$ cat src/rtl/ws2812_chain_driver.sv
`timescale 1ns/1ps
// ---------------------------------------------------------------------------
// ws2812_chain_driver
//
// Streams a frame buffer of NUM_LEDS pixels to a WS2812 (GRB) or SK6812
// (GRBW) LED chain over one data pin. Each pixel is sent MSB-first as
// 8*CHANNELS bits. Every bit is one high phase followed by one low phase, and
// the phase lengths depend on the bit value. A global brightness scale is
// applied as each pixel is loaded. After the last bit the line is held low for
// RES cycles so that the chain latches, and then done pulses.
//
// Ports
//   clk         system clock (all timing is counted in cycles of clk)
//   rst         synchronous, active-high reset
//   wr_en       frame buffer write strobe
//   wr_addr     pixel index; writes at or beyond NUM_LEDS are dropped
//   wr_data     pixel word; the first byte sent is in the MSBs
//   brightness  global scale, sampled when a frame starts; 255 = full
//   start       request one frame; ignored while busy
//   busy        high from start accept until done
//   done        one-cycle pulse at the end of the latch gap
//   ws_out      registered serial data to the LED chain
// ---------------------------------------------------------------------------
module ws2812_chain_driver #(
    parameter int CLK_FREQ = 10000000,
    parameter int NUM_LEDS = 8,
    parameter int CHANNELS = 3,
    parameter int T0H      = 4,
    parameter int T0L      = 8,
    parameter int T1H      = 7,
    parameter int T1L      = 6,
    parameter int RES      = 500,
    localparam int AW      = (NUM_LEDS > 1) ? $clog2(NUM_LEDS) : 1
) (
    input  logic                    clk,
    input  logic                    rst,
    input  logic                    wr_en,
    input  logic [AW-1:0]           wr_addr,
    input  logic [8*CHANNELS-1:0]   wr_data,
    input  logic [7:0]              brightness,
    input  logic                    start,
    output logic                    busy,
    output logic                    done,
    output logic                    ws_out
);

    // -----------------------------------------------------------------------
    // Derived sizes
    // -----------------------------------------------------------------------
    localparam int BITS   = 8 * CHANNELS;
    localparam int BW     = $clog2(BITS);
    localparam int TMAX_H = (T0H > T1H) ? T0H : T1H;
    localparam int TMAX_L = (T0L > T1L) ? T0L : T1L;
    localparam int TMAX_B = (TMAX_H > TMAX_L) ? TMAX_H : TMAX_L;
    localparam int TMAX   = (RES > TMAX_B) ? RES : TMAX_B;
    // The phase counter runs 0..duration-1, so it never has to hold TMAX.
    localparam int TW     = (TMAX > 1) ? $clog2(TMAX) : 1;

    // A misconfigured instance never leaves IDLE rather than driving a
    // malformed waveform onto the chain.
    localparam bit CFG_OK = (CLK_FREQ > 0) && (NUM_LEDS >= 1) &&
                            ((CHANNELS == 3) || (CHANNELS == 4)) &&
                            (T0H >= 1) && (T0L >= 1) && (T1H >= 1) &&
                            (T1L >= 1) && (RES >= 1);

    localparam logic [TW-1:0] T0H_M1 = TW'(T0H - 1);
    localparam logic [TW-1:0] T0L_M1 = TW'(T0L - 1);
    localparam logic [TW-1:0] T1H_M1 = TW'(T1H - 1);
    localparam logic [TW-1:0] T1L_M1 = TW'(T1L - 1);
    localparam logic [TW-1:0] RES_M1 = TW'(RES - 1);

    localparam logic [BW-1:0] LAST_BIT  = BW'(BITS - 1);
    localparam logic [AW-1:0] LAST_PIX  = AW'(NUM_LEDS - 1);
    // One extra bit so the pixel count itself is representable.
    localparam logic [AW:0]   PIX_LIMIT = (AW + 1)'(NUM_LEDS);

    typedef enum logic [2:0] {
        S_IDLE,
        S_LOAD,
        S_HIGH,
        S_LOW,
        S_LATCH
    } state_t;

    // -----------------------------------------------------------------------
    // Brightness scaling: each byte becomes (b * (br + 1)) >> 8, so 255 is a
    // pass-through and 0 blanks the pixel. 255 * 256 fits in 16 bits.
    // -----------------------------------------------------------------------
    function automatic logic [BITS-1:0] scale_pixel(
        input logic [BITS-1:0] pix,
        input logic [7:0]      br
    );
        logic [BITS-1:0] res;
        logic [15:0]     prod;
        res = '0;
        for (int i = 0; i < CHANNELS; i++) begin
            prod = {8'd0, pix[i*8 +: 8]} * ({8'd0, br} + 16'd1);
            res[i*8 +: 8] = prod[15:8];
        end
        return res;
    endfunction

    // -----------------------------------------------------------------------
    // Signals
    // -----------------------------------------------------------------------
    logic [BITS-1:0] r_mem [NUM_LEDS];

    state_t          r_state;
    state_t          w_state_next;
    logic [BITS-1:0] r_shift;       // current pixel, MSB is the bit on air
    logic [BITS-1:0] r_next_raw;    // prefetched, unscaled next pixel
    logic [7:0]      r_bright;      // brightness frozen for the frame
    logic [BW-1:0]   r_bit_cnt;
    logic [AW-1:0]   r_pix_cnt;
    logic [TW-1:0]   r_tcnt;        // cycles spent in the current phase
    logic            r_ws;
    logic            r_busy;
    logic            r_done;

    logic            w_wr_ok;
    logic            w_cur_bit;
    logic            w_last_bit;
    logic            w_last_pix;
    logic [AW-1:0]   w_next_idx;
    logic [TW-1:0]   w_dur_m1;
    logic            w_phase_end;

    assign w_wr_ok    = wr_en && ({1'b0, wr_addr} < PIX_LIMIT);
    assign w_cur_bit  = r_shift[BITS-1];
    assign w_last_bit = (r_bit_cnt == LAST_BIT);
    assign w_last_pix = (r_pix_cnt == LAST_PIX);
    // Only consulted while another pixel remains, so the wrap value is unused.
    assign w_next_idx = w_last_pix ? '0 : r_pix_cnt + AW'(1);

    // -----------------------------------------------------------------------
    // Frame buffer write port
    // -----------------------------------------------------------------------
    // NOTE: the frame buffer is plain storage with no reset branch, so it
    // maps onto RAM; after reset it simply keeps whatever was last written.
    always_ff @(posedge clk) begin
        if (w_wr_ok) begin
            r_mem[wr_addr] <= wr_data;
        end
    end

    // -----------------------------------------------------------------------
    // Phase length for the current state and bit value
    // -----------------------------------------------------------------------
    // NOTE: every variable written in an always_comb gets a default first,
    // so no path leaves it unassigned and no latch is inferred.
    always_comb begin
        w_dur_m1 = '0;
        unique case (r_state)
            S_HIGH:  w_dur_m1 = w_cur_bit ? T1H_M1 : T0H_M1;
            S_LOW:   w_dur_m1 = w_cur_bit ? T1L_M1 : T0L_M1;
            S_LATCH: w_dur_m1 = RES_M1;
            default: w_dur_m1 = '0;
        endcase
    end

    assign w_phase_end = (r_tcnt == w_dur_m1);

    // -----------------------------------------------------------------------
    // Next-state logic
    // -----------------------------------------------------------------------
    always_comb begin
        w_state_next = r_state;
        unique case (r_state)
            S_IDLE: begin
                if (start && CFG_OK) begin
                    w_state_next = S_LOAD;
                end
            end
            S_LOAD: begin
                w_state_next = S_HIGH;
            end
            S_HIGH: begin
                if (w_phase_end) begin
                    w_state_next = S_LOW;
                end
            end
            S_LOW: begin
                if (w_phase_end) begin
                    w_state_next = (w_last_bit && w_last_pix) ? S_LATCH : S_HIGH;
                end
            end
            S_LATCH: begin
                if (w_phase_end) begin
                    w_state_next = S_IDLE;
                end
            end
            default: begin
                w_state_next = S_IDLE;
            end
        endcase
    end

    // -----------------------------------------------------------------------
    // State register and datapath
    // -----------------------------------------------------------------------
    // NOTE: clocked state uses non-blocking assignments only, so every
    // register here sees the pre-edge value of every other register.
    always_ff @(posedge clk) begin
        if (rst) begin
            r_state    <= S_IDLE;
            r_ws       <= 1'b0;
            r_busy     <= 1'b0;
            r_done     <= 1'b0;
            r_tcnt     <= '0;
            r_bit_cnt  <= '0;
            r_pix_cnt  <= '0;
            r_shift    <= '0;
            r_next_raw <= '0;
            r_bright   <= '0;
        end else begin
            r_state <= w_state_next;
            // Registering the decoded next state keeps ws_out glitch-free and
            // aligned with the state that owns each cycle.
            r_ws    <= (w_state_next == S_HIGH);
            r_done  <= 1'b0;

            if (w_phase_end) begin
                r_tcnt <= '0;
            end else begin
                r_tcnt <= r_tcnt + TW'(1);
            end

            unique case (r_state)
                S_IDLE: begin
                    if (w_state_next == S_LOAD) begin
                        r_busy   <= 1'b1;
                        r_bright <= brightness;
                    end
                end
                S_LOAD: begin
                    r_shift   <= scale_pixel(r_mem[0], r_bright);
                    r_bit_cnt <= '0;
                    r_pix_cnt <= '0;
                end
                S_HIGH: begin
                    // Fetch the following pixel while the last bit of this
                    // one is high, so the pixel boundary costs no cycle.
                    if (w_last_bit && !w_last_pix) begin
                        r_next_raw <= r_mem[w_next_idx];
                    end
                end
                S_LOW: begin
                    if (w_phase_end) begin
                        if (!w_last_bit) begin
                            r_shift   <= {r_shift[BITS-2:0], 1'b0};
                            r_bit_cnt <= r_bit_cnt + BW'(1);
                        end else if (!w_last_pix) begin
                            r_shift   <= scale_pixel(r_next_raw, r_bright);
                            r_bit_cnt <= '0;
                            r_pix_cnt <= r_pix_cnt + AW'(1);
                        end
                    end
                end
                S_LATCH: begin
                    if (w_phase_end) begin
                        r_busy <= 1'b0;
                        r_done <= 1'b1;
                    end
                end
                default: begin
                end
            endcase
        end
    end

    assign ws_out = r_ws;
    assign busy   = r_busy;
    assign done   = r_done;

endmodule

$ cat config.mk
export PLATFORM = sky130hd
export DESIGN_NAME = ws2812_chain_driver
export DESIGN_NICKNAME = d
export VERILOG_FILES = /design/src/rtl/ws2812_chain_driver.sv
export SDC_FILE = /design/constraint.sdc
export NUM_CORES = 1
export LEC_CHECK = 0
export ABC_AREA = 0
export CAP_MARGIN = 10
export CORE_MARGIN = 2
export CORE_UTILIZATION = 50
export CTS_CLUSTER_SIZE = 24
export DETAILED_ROUTE_END_ITERATION = 8
export GPL_ROUTABILITY_DRIVEN = 0
export HOLD_SLACK_MARGIN = 0.03
export PLACE_DENSITY = 0.69
export SKIP_CTS_REPAIR_TIMING = 1
export SYNTH_ARGS = -nofsm -noshare
export SYNTH_HDL_FRONTEND = slang
export SYNTH_SLANG_ARGS = --single-unit
$ cat constraint.sdc
create_clock -name clk -period 5.6 [get_ports clk]
set_input_delay 1.12 -clock clk [delete_from_list [all_inputs] [get_ports clk]]
set_output_delay 1.12 -clock clk [all_outputs]
set_load 0.01 [all_outputs]
== Yosys cells after proc, flatten, opt, wreduce, memory -nomap -nowiden ==
Memories as Yosys holds them, arrays and structs flattened. A register that Yosys moved wholly into a read port is not among the register bits.
Index checks and enable logic that the tools add are counted.
Storage, ports and cells
  bits in writable memories: 192
  memories: 1
  output and inout bits: 3
  logic and storage cells: 77
  input port bits: 39
  register bits after elaboration: 55
  bits in latches: 0
  ROM bits: 0
Memories
  r_mem: depth 8, bits a word 24, read ports 2, clocked after Yosys merged registers in 1, write ports 1, line 106  | logic [BITS-1:0] r_mem [NUM_LEDS];
Operators by class
  bitwise operators: 1
  equality and inequality tests: 15
  magnitude comparators: 0
  divide/modulo/power cells: 0
  shift operators: 0
  add/subtract/negate cells: 4
  multiply operators: 6
  reductions and logical operators: 13
  multiplexer cells: 28
Operator list (count)
  $mul A8 B16 Y16: 5
  $mux W24: 3
  $pmux W24 S2: 1
  $mux W3: 10
  $pmux W9 S3: 1
  $mul A8 B9 Y16: 1
  $mux W5: 3
  $pmux W3 S5: 1
  $ne A2 B2 Y1 const B: 5
  $pmux W5 S2: 1
  $add A8 B1 Y9 const B: 1
  $add A9 B1 Y9 const B: 1
  $eq A3 B2 Y1 const B: 3
  $eq A9 B9 Y1: 1
  $eq A3 B1 Y1 const B: 2
  $eq A3 B3 Y1 const B: 2
  $pmux W3 S2: 1
  $reduce_and A3 Y1: 2
  $add A5 B1 Y5 const B: 1
  $eq A5 B5 Y1 const B: 1
  $mux W1: 5
  $reduce_and A2 Y1: 2
  $reduce_and A4 Y1: 1
  $reduce_bool A2 Y1: 2
  9 further kinds: 11

== Longest topological paths before layout ==
Gate-level depths: netlist of run 1.
  depth in word-level cells: 8
  gate-level depth with buffers: 22
  mapped depth without buffers: 20

== Least setup slack after synthesis of run 1 ==
Ideal clock, no wire load.
  path type: register to register
  from: reg r_bright[0]
  to: reg r_shift[15]
  library setup time: 137 ps
  arrival: 5329 ps
  path buffers: 2
  period minus slack after synthesis: 5466 ps
  cell stages (with the launch flop): 23
  required time: 5463 ps
  path slack: 134 ps
  cell sequence: dfxtp_1 ha_1 nand3_1 xnor2_1 clkbuf_1 clkbuf_1 nand2_1 fa_1 fa_1 inv_1 fa_1 inv_1 fa_1 inv_1 ha_1 o21ai_0 nor3_1 a211oi_1 a21oi_1 a311oi_1 xnor2_1 a221oi_1 a211oi_1
Between the ends
  word-level cells in the longest chain between the ends: 6
  elaborated cells between the ends (all ways): 7
  those cells by class: add/sub (1); mul (2); mux (4)
RTL lines
  from (decl): line 112  | logic [7:0] r_bright;
  from (signal assigned): line 232  | r_bright <= brightness;
  $add A8 B1 Y9 *: line 97  | prod = {8'd0, pix[i*8 +: 8]} * ({8'd0, br} + 16'd1);
  $mul A8 B16 Y16: line 97
  $mux W24: line 252  | end else if (!w_last_pix) begin
  $mux W24: line 249  | if (!w_last_bit) begin
  $mux W24: line 248  | if (w_phase_end) begin
  $pmux W24 S2 *: line 228  | unique case (r_state)
  to (signal assigned): line 236  | r_shift <= scale_pixel(r_mem[0], r_bright);
  to (signal assigned): line 250  | r_shift <= {r_shift[BITS-2:0], 1'b0};
  to (signal assigned): line 253  | r_shift <= scale_pixel(r_next_raw, r_bright);
  to (decl): line 110  | logic [BITS-1:0] r_shift;
Mark *: on every way between the ends. The rest lies on a longest branch, timed or not. The select of a mux whose other input is x is not followed.
A chain may end at the register's enable or synchronous reset.

== Worst setup path in the final report of run 1 ==
  from: reg r_bright[0]
  to: reg r_shift[6]
The elaborated chain is that of the path after synthesis.

==> impl_metrics.sql, run 1 <==
INSERT INTO impl_metrics (metric_group, metric, value, unit) VALUES
('timing', 'period_needed', '5.53', 'ns'),
('pwr', 'pwr-share-comb', '0.226', ''),
('global_route', 'grt_pass1_wl', '89000', 'microns'),
('worst_setup_path', 'critical_r2r_launch', 'r_bright[0]', ''),
('pwr', 'net-switching-power', '0.00159', 'W'),
('cells_and_area', 'filler_cell_count', '3852', ''),
('detailed_routing', 'drtIter0Drc', '861', ''),
('synth', 'synthDominantAreaCellType', 'sky130_fd_sc_hd__edfxtp_1', ''),
('timing', 'maxSlewHeadroom', '0.368', ''),
('global_route', 'antenna_found_initial', '0', ''),
('worst_setup_path', 'worst_setup_path_start_kind', 'flip-flop', ''),
('clocking', 'clk_pin_slew', '0.07', 'ns'),
('synth', 'synth_edf_count', '192', ''),
('synth', 'yosys_warnings', '0', ''),
('synth', 'syn_area_per_cell', '10.6', 'sq um'),
('detailed_routing', 'route.detailed.vias_per_inst', '5.48', ''),
('timing', 'min_period_over_period', '0.988', ''),
('pwr', 'power.internal', '0.00397', 'W'),
('pwr', 'pwr-share-seq', '0.412', ''),
('synth', 'sequential_share_of_the_synthesized_area', '0.315', ''),
('timing', 'worst_pin_slew', '0.949', 'ns'),
('placed_design', 'hpwl', '39800', 'microns'),
('cells_and_area', 'multi_input_comb_area', '15000', 'sq um'),
('worst_setup_path', 'r2r_cells', '24', ''),
('pwr', 'power.density', '209', 'nW/um^2'),
('worst_setup_path', 'crit_path_max_incr_delay', '0.52', 'ns'),
('placed_design', 'place_inst', '2831', ''),
('synth', 'synthesis.instances', '2201', ''),
('synth', 'top_cells_by_area_synth', 'sky130_fd_sc_hd__edfxtp_1 (25%), sky130_fd_sc_hd__fa_1 (21%), sky130_fd_sc_hd__ha_1 (11%), sky130_fd_sc_hd__and2_1 (8.0%), sky130_fd_sc_hd__dfxtp_1 (6.8%)', ''),
('status', 'outcome', 'complete, no violations', ''),
('cells_and_area', 'final_net_count', '2749', ''),
('die', 'chip_width', '220', 'microns'),
('pwr', 'power_leakage', '11.9', 'nW'),
('worst_setup_path', 'critPathLaunch', 'r_bright[0]', ''),
('cells_and_area', 'area.growth.synth_to_final', '13.8', '%'),
('detailed_routing', 'postRouteWirelength', '55400', 'microns'),
('cells_and_area', 'antenna-diode-count', '0', ''),
('detailed_routing', 'antenna_left', '0', ''),
('cells_and_area', 'register_area', '7350', 'sq um'),
('worst_setup_path', 'worst_ep_arrival_time', '6.00', 'ns'),
('timing', 'max_clock_skew', '0.0375', 'ns'),
('clocking', 'cts_made_buffers', '28', ''),
('worst_setup_path', 'reg2reg_to', 'r_shift[6]', ''),
('worst_setup_path', 'crit_path_max_delay_cell_type', 'sky130_fd_sc_hd__fa_1', ''),
('clocking', 'clock_latency', '0.58', 'ns'),
('detailed_routing', 'drcViolationCount', '0', ''),
('worst_hold_path', 'hold-path-cell-count', '2', ''),
('detailed_routing', 'firstDrtPassIters', '5', ''),
('synth', 'netlist.area_leader.share', '0.247', ''),
('worst_setup_path', 'critical_path.cell_chain', 'buf_6, and3_4, nand3_2, buf_6, xnor2_4, buf_12, buf_8, nand2_1, fa_1, fa_1, inv_1, fa_1, inv_1, fa_1, inv_1, ha_4, nor4_4, o31ai_2, a31oi_1, a211o_1, o21bai_1, xnor2_1, or4_1, o311ai_1', ''),
('synth', 'synth.distinct_cells', '60', ''),
('synth', 'yosys_most_used_dff', 'sky130_fd_sc_hd__edfxtp_1', ''),
('synth', 'post_synthesis_async_set_or_reset_flop_share', '0', ''),
('synth', 'synth-seq-cells', '271', ''),
('global_route', 'grt_overflow', '0', ''),
('die', 'io_pins', '42', ''),
('worst_hold_path', 'hold_path_end', 'r_shift[21]', ''),
('clocking', 'cts.sink_count', '271', ''),
('clocking', 'h-tree-depth', '1', ''),
('timing', 'report.final.setup_viol', '0', ''),
('pwr', 'vdd_drop_max', '0.305', 'mV'),
('cells_and_area', 'final_layout_size_suffix_gt1_frac', '0.106', ''),
('synth', 'postSynthNetCount', '2677', ''),
('worst_hold_path', 'hp-start', 'r_shift[21]', ''),
('cells_and_area', 'final_cells', '2902', ''),
('pwr', 'power.share.clock', '0.362', ''),
('worst_setup_path', 'required', '6.07', 'ns'),
('global_route', 'grt_max_degree', '52', ''),
('timing', 'maxClockFrequency', '181', 'MHz'),
('detailed_routing', 'routedWlPerCell', '19.1', 'microns'),
('worst_setup_path', 'critical_path.most_common_cell', 'sky130_fd_sc_hd__fa_1', '');
worst max-delay path, delay by kind of cell (launching register included):
family	cells	cell delay [ns]
buffers and inverters	7	0.68
and+or+nand+nor	5	1.07
xor gates and xnor gates	2	0.39
adders and majority gates	5	2.11
DFF	1	0.36
AOI/OAI and AO/OA	5	0.81
final cells by class:
type / instances / share of cell area
clock inverters: 15 / 0.00885
repair buffers: 144 / 0.0521
multi-input cells: 1528 / 0.563
clock buffers: 37 / 0.0288
flip-flops and latches: 271 / 0.277
well taps: 607 / 0.0286
inverters: 300 / 0.0424
cells in the mapped netlist (3+ instances only):
master and number:
sky130_fd_sc_hd__and2_1 300, sky130_fd_sc_hd__inv_1 300, sky130_fd_sc_hd__fa_1 240, sky130_fd_sc_hd__ha_1 197, sky130_fd_sc_hd__edfxtp_1 192, sky130_fd_sc_hd__nand2_1 164
sky130_fd_sc_hd__nor2_1 105, sky130_fd_sc_hd__mux2i_1 101, sky130_fd_sc_hd__clkbuf_1 87, sky130_fd_sc_hd__dfxtp_1 79, sky130_fd_sc_hd__xnor2_1 67, sky130_fd_sc_hd__a21oi_1 47
sky130_fd_sc_hd__a211oi_1 41, sky130_fd_sc_hd__nor2b_1 30, sky130_fd_sc_hd__o21ai_0 28, sky130_fd_sc_hd__nor3_1 26, sky130_fd_sc_hd__mux4_2 24, sky130_fd_sc_hd__nand2b_1 17
sky130_fd_sc_hd__nand3_1 17, sky130_fd_sc_hd__xor2_1 16, sky130_fd_sc_hd__buf_1 11, sky130_fd_sc_hd__o211ai_1 11, sky130_fd_sc_hd__a31oi_1 8, sky130_fd_sc_hd__o21bai_1 7
sky130_fd_sc_hd__and3_1 6, sky130_fd_sc_hd__o31ai_1 6, sky130_fd_sc_hd__a21o_1 5, sky130_fd_sc_hd__a2111oi_0 4, sky130_fd_sc_hd__a311o_1 4, sky130_fd_sc_hd__nand3b_1 4
sky130_fd_sc_hd__nand4b_1 4, sky130_fd_sc_hd__nor4_1 4, sky130_fd_sc_hd__o21a_1 4, sky130_fd_sc_hd__a221oi_1 3, sky130_fd_sc_hd__a41oi_1 3, sky130_fd_sc_hd__buf_2 3
sky130_fd_sc_hd__or3_1 3, sky130_fd_sc_hd__or4_1 3
kinds of logic (layout without fill, tap and decap cells):
group,after synthesis,count (layout),share of synthesized area
XOR/XNOR,83,83,0.0311
AND/OR/NAND/NOR,694,694,0.156
buffers and inverters,402,496,0.0651
AO/OA/AOI/OAI,189,189,0.0552
adder cells (fa/ha/maj),437,437,0.311
multiplexers,125,125,0.0664
flip-flops,271,271,0.315
state kept, by name, indices dropped and copies added (netlist names):
| register | flops |
|---|---|
| r_bright | 8 |
| r_bit_cnt | 5 |
| busy | 1 |
| done | 1 |
| r_mem | 192 |
| r_state | 3 |
| r_pix_cnt | 3 |
| ws_out | 1 |
| r_next_raw | 24 |
| r_shift | 24 |
| r_tcnt | 9 |
worst max path at each step:
stage                        to  cells past startpoint
floorplan           r_shift[15]                     22
global placement    r_shift[23]                     19
detailed placement  r_shift[23]                     19
CTS                  r_shift[6]                     21
global route         r_shift[6]                     24
finish               r_shift[6]                     24
layout by cell type (no fill, tap or decap), types with 25 or more instances in the layout:
| master | instances |
|---|---|
| sky130_fd_sc_hd__a211oi_1 | 38 |
| sky130_fd_sc_hd__a21oi_1 | 43 |
| sky130_fd_sc_hd__and2_1 | 299 |
| sky130_fd_sc_hd__buf_4 | 81 |
| sky130_fd_sc_hd__clkbuf_16 | 31 |
| sky130_fd_sc_hd__clkdlybuf4s50_1 | 40 |
| sky130_fd_sc_hd__dfxtp_1 | 75 |
| sky130_fd_sc_hd__edfxtp_1 | 192 |
| sky130_fd_sc_hd__fa_1 | 238 |
| sky130_fd_sc_hd__ha_1 | 189 |
| sky130_fd_sc_hd__inv_1 | 300 |
| sky130_fd_sc_hd__mux2i_1 | 101 |
| sky130_fd_sc_hd__nand2_1 | 164 |
| sky130_fd_sc_hd__nor2_1 | 97 |
| sky130_fd_sc_hd__nor2b_1 | 28 |
| sky130_fd_sc_hd__o21ai_0 | 25 |
| sky130_fd_sc_hd__xnor2_1 | 64 |
per-stage QoR:
stage | utilization | total power (W) | area [sq um] | setup TNS [ns]
after floorplan | - | 0.00308 | 23400 | 0
after global placement | 0.538 | 0.00345 | 24900 | 0
after detailed placement | 0.538 | 0.00349 | 24900 | -0.119
after CTS | 0.560 | 0.00550 | 25900 | -0.259
after global routing | 0.573 | 0.00584 | 26600 | -0.727
final | 0.573 | 0.00556 | 26600 | 0
layer usage:
metal  global-route usage  part of all wire  routed length [microns]
met1                0.325              0.44                    24600
met2                0.394              0.48                    26500
met4               0.0517             0.019                     1080
met5                    0                 0                        0
met3               0.0367             0.059                     3260
power groups by stage:
stage	Sequential, W	Clock (W)	Combinational, W
2_1_floorplan	0.00230	0	0.000774
3_3_place_gp	0.00233	0	0.00112
3_5_place_dp	0.00233	0	0.00116
4_1_cts	0.00229	0.00205	0.00116
5_1_grt	0.00230	0.00213	0.00142
6_report	0.00229	0.00201	0.00126
Power figures use the tool's default switching activity.
==> run 2, diff against run 1 <==
PLACE_DENSITY = 0.66   (was 0.69)
SETUP_SLACK_MARGIN = 0.05   (was default)
clock period = 6.18 ns   (was 5.6 ns; I/O delays follow)
==> impl_metrics.sql, run 2 (synthesis gave the netlist of run 1 again) <==
INSERT INTO impl_metrics (metric_group, metric, value, unit) VALUES
('status', 'outcome', 'complete, no violations', ''),
('worst_setup_path', 'critical_path.cell_chain', 'ha_1, nand3_2, xnor2_4, buf_12, nand2_1, fa_1, fa_1, inv_1, fa_1, fa_1, ha_1, nor4_1, o31ai_1, a41oi_1, o21ai_0, o41ai_1, xnor2_1, nand2_1, a32o_1', ''),
('timing', 'timing_max_transition_violations_final', '0', ''),
('timing', 'finalHoldWorstSlack', '0.456', 'ns'),
('worst_setup_path', 'critical_r2r_launch', 'r_bright[0]', ''),
('worst_setup_path', 'worst_ep_arrival_time', '6.20', 'ns'),
('die', 'design.die.area', '48400', 'sq um'),
('die', 'initial_utilization', '0.504', ''),
('pwr', 'power.density', '182', 'nW/um^2'),
('timing', 'report.final.setup_viol', '0', ''),
('cells_and_area', 'largest_reg_flops', '192', ''),
('clocking', 'tritoncts', 'yes', ''),
('clocking', 'clock_tree.buffer_depth', '3', ''),
('worst_setup_path', 'endpoint_kind', 'flip-flop', ''),
('clocking', 'cts.root.buffer_cell', 'sky130_fd_sc_hd__clkbuf_16', ''),
('cells_and_area', 'top_register', 'r_mem', ''),
('timing', 'max_clock_skew', '0.0200', 'ns'),
('timing', 'rsz0062_at_grt', 'false', ''),
('timing', 'maxSlewHeadroom', '0.358', ''),
('timing', 'worst_pin_slew', '0.963', 'ns'),
('timing', 'min_period_over_period', '0.930', ''),
('timing', 'count_of_final_hold_check_violations', '0', ''),
('worst_setup_path', 'crit_path_max_incr_delay', '0.55', 'ns'),
('global_route', 'grt_pass1_vias', '16000', ''),
('timing', 'fin_ws', '0.433', 'ns'),
('clocking', 'h-tree-depth', '1', ''),
('worst_setup_path', 'timing.critical_path.max_delay_family', 'adder cells', ''),
('cells_and_area', 'mostFrequentLayoutCells', 'sky130_fd_sc_hd__and2_1 (300), sky130_fd_sc_hd__inv_1 (300), sky130_fd_sc_hd__fa_1 (240)', ''),
('die', 'core-area', '46400', 'sq um'),
('worst_setup_path', 'required', '6.63', 'ns'),
('global_route', 'grt_overflow', '0', ''),
('cells_and_area', 'area.growth.synth_to_final', '9.46', '%'),
('detailed_routing', 'postRouteWirelength', '52500', 'microns'),
('run', 'cap_violations', '0', ''),
('timing', 'maxClockFrequency', '174', 'MHz'),
('die', 'io_pins', '42', ''),
('timing', 'period_needed', '5.75', 'ns'),
('pwr', 'power_leakage', '11.5', 'nW'),
('placed_design', 'hpwl', '38400', 'microns'),
('detailed_routing', 'route.detailed.vias_per_inst', '5.40', ''),
('worst_setup_path', 'worstSetupPathType', 'flip-flop to flip-flop', ''),
('cells_and_area', 'reg_top3', 'r_mem (192), r_next_raw (24), r_shift (24)', ''),
('worst_setup_path', 'cp_num_buf_inv', '2', ''),
('global_route', 'grt_pass1_wl', '85400', 'microns'),
('worst_hold_path', 'hp-start', 'r_shift[21]', ''),
('detailed_routing', 'firstDrtPassIters', '5', ''),
('clocking', 'cts.sink_count', '271', ''),
('detailed_routing', 'num_vias', '15300', ''),
('detailed_routing', 'routedWlPerCell', '18.5', 'microns'),
('placed_design', 'numPortBuffers', '41', ''),
('clocking', 'cts_made_buffers', '27', ''),
('worst_setup_path', 'crit_path_max_fanout', '23', ''),
('cells_and_area', 'filler_cell_count', '3893', ''),
('die', 'chip_width', '220', 'microns'),
('worst_setup_path', 'critPathLaunch', 'r_bright[0]', ''),
('global_route', 'grt_use_total', '0.227', ''),
('placed_design', 'placement.setup.worst_slack', '0.207', 'ns'),
('global_route', 'grt_max_degree', '52', ''),
('worst_setup_path', 'critical_path.most_common_cell', 'sky130_fd_sc_hd__fa_1', ''),
('worst_setup_path', 'worst_setup_path_start_kind', 'flip-flop', ''),
('cells_and_area', 'final_layout_size_suffix_gt1_frac', '0.0622', ''),
('die', 'placement_rows', '79', ''),
('placed_design', 'placement.cell_area', '24600', 'sq um'),
('detailed_routing', 'antenna_left', '0', ''),
('global_route', 'antenna_found_initial', '0', ''),
('clocking', 'clock_latency', '0.56', 'ns'),
('worst_setup_path', 'crit_path_max_delay_cell_type', 'sky130_fd_sc_hd__fa_1', ''),
('worst_hold_path', 'worstHoldPathType', 'flip-flop to flip-flop', ''),
('pwr', 'vdd_drop_max', '0.242', 'mV'),
('die', 'die_h', '220', 'microns'),
('cells_and_area', 'final_net_count', '2690', ''),
('detailed_routing', 'drtIter0Drc', '1028', ''),
('cells_and_area', 'final_area', '25600', 'sq um'),
('detailed_routing', 'drcViolationCount', '0', ''),
('clocking', 'clk_pin_slew', '0.06', 'ns'),
('timing', 'totalNegativeSetupSlack', '0', 'ns');
-- run 2: cell types whose count changed in the layout (fill, tap and decap cells not counted), sizes merged --
cell      delta
buf         -55
clkbuf       -7
bufinv       -3
clkinv       +3
clkinvlp     +3
diode        +1
inv          -1
-- run 2: layout make-up --
class / count / area (sq um) / share of cell area
Tap cell: 607 / 759 / 0.0297
Timing Repair Buffer: 86 / 806 / 0.0315
Sequential cell: 271 / 7350 / 0.287
Antenna cell: 1 / 2.50 / 0.0000979
Clock buffer: 33 / 698 / 0.0273
Inverter: 300 / 1130 / 0.0441
Multi-Input combinational cell: 1528 / 14700 / 0.574
Clock inverter: 17 / 148 / 0.00578
-- run 2: power breakdown --
| group | internal, W | switching, W |
|---|---|---|
| clock | 0.000890 | 0.000686 |
| sequential | 0.00202 | 0.0000565 |
| combinational | 0.000406 | 0.000605 |
-- run 2: path summary, 6_finish.rpt --
check | to | slack, ns | cells past startpoint
max | r_shift[23] | 0.43 | 19
min | r_shift[21] | 0.46 | 2
max reg2reg | r_shift[23] | 0.43 | 19
min reg2reg | r_shift[21] | 0.46 | 2
-- run 2: layer usage --
metal,routed length [microns],GRT usage
met1,24200,0.314
met2,25100,0.382
met3,2450,0.0301
met4,814,0.0474
met5,0,0
-- run 2: worst reg2reg max path: cells and delay by family, from the launching register on --
family	cells	cell delay, ns
fa+ha+maj	6	2.46
compound gates	5	1.46
flops	1	0.39
simple gates	4	0.63
xor+xnor	2	0.44
buf+inv	2	0.26
-- run 2: per-stage QoR --
stage / util / power [W] / std cells
final: 0.551 / 0.00466 / 2843
after global routing: 0.551 / 0.00491 / 2842
after detailed placement: 0.531 / 0.00312 / 2788
after CTS: 0.550 / 0.00469 / 2838
after global placement: 0.531 / 0.00308 / 2788
after floorplan: - / 0.00279 / 2201
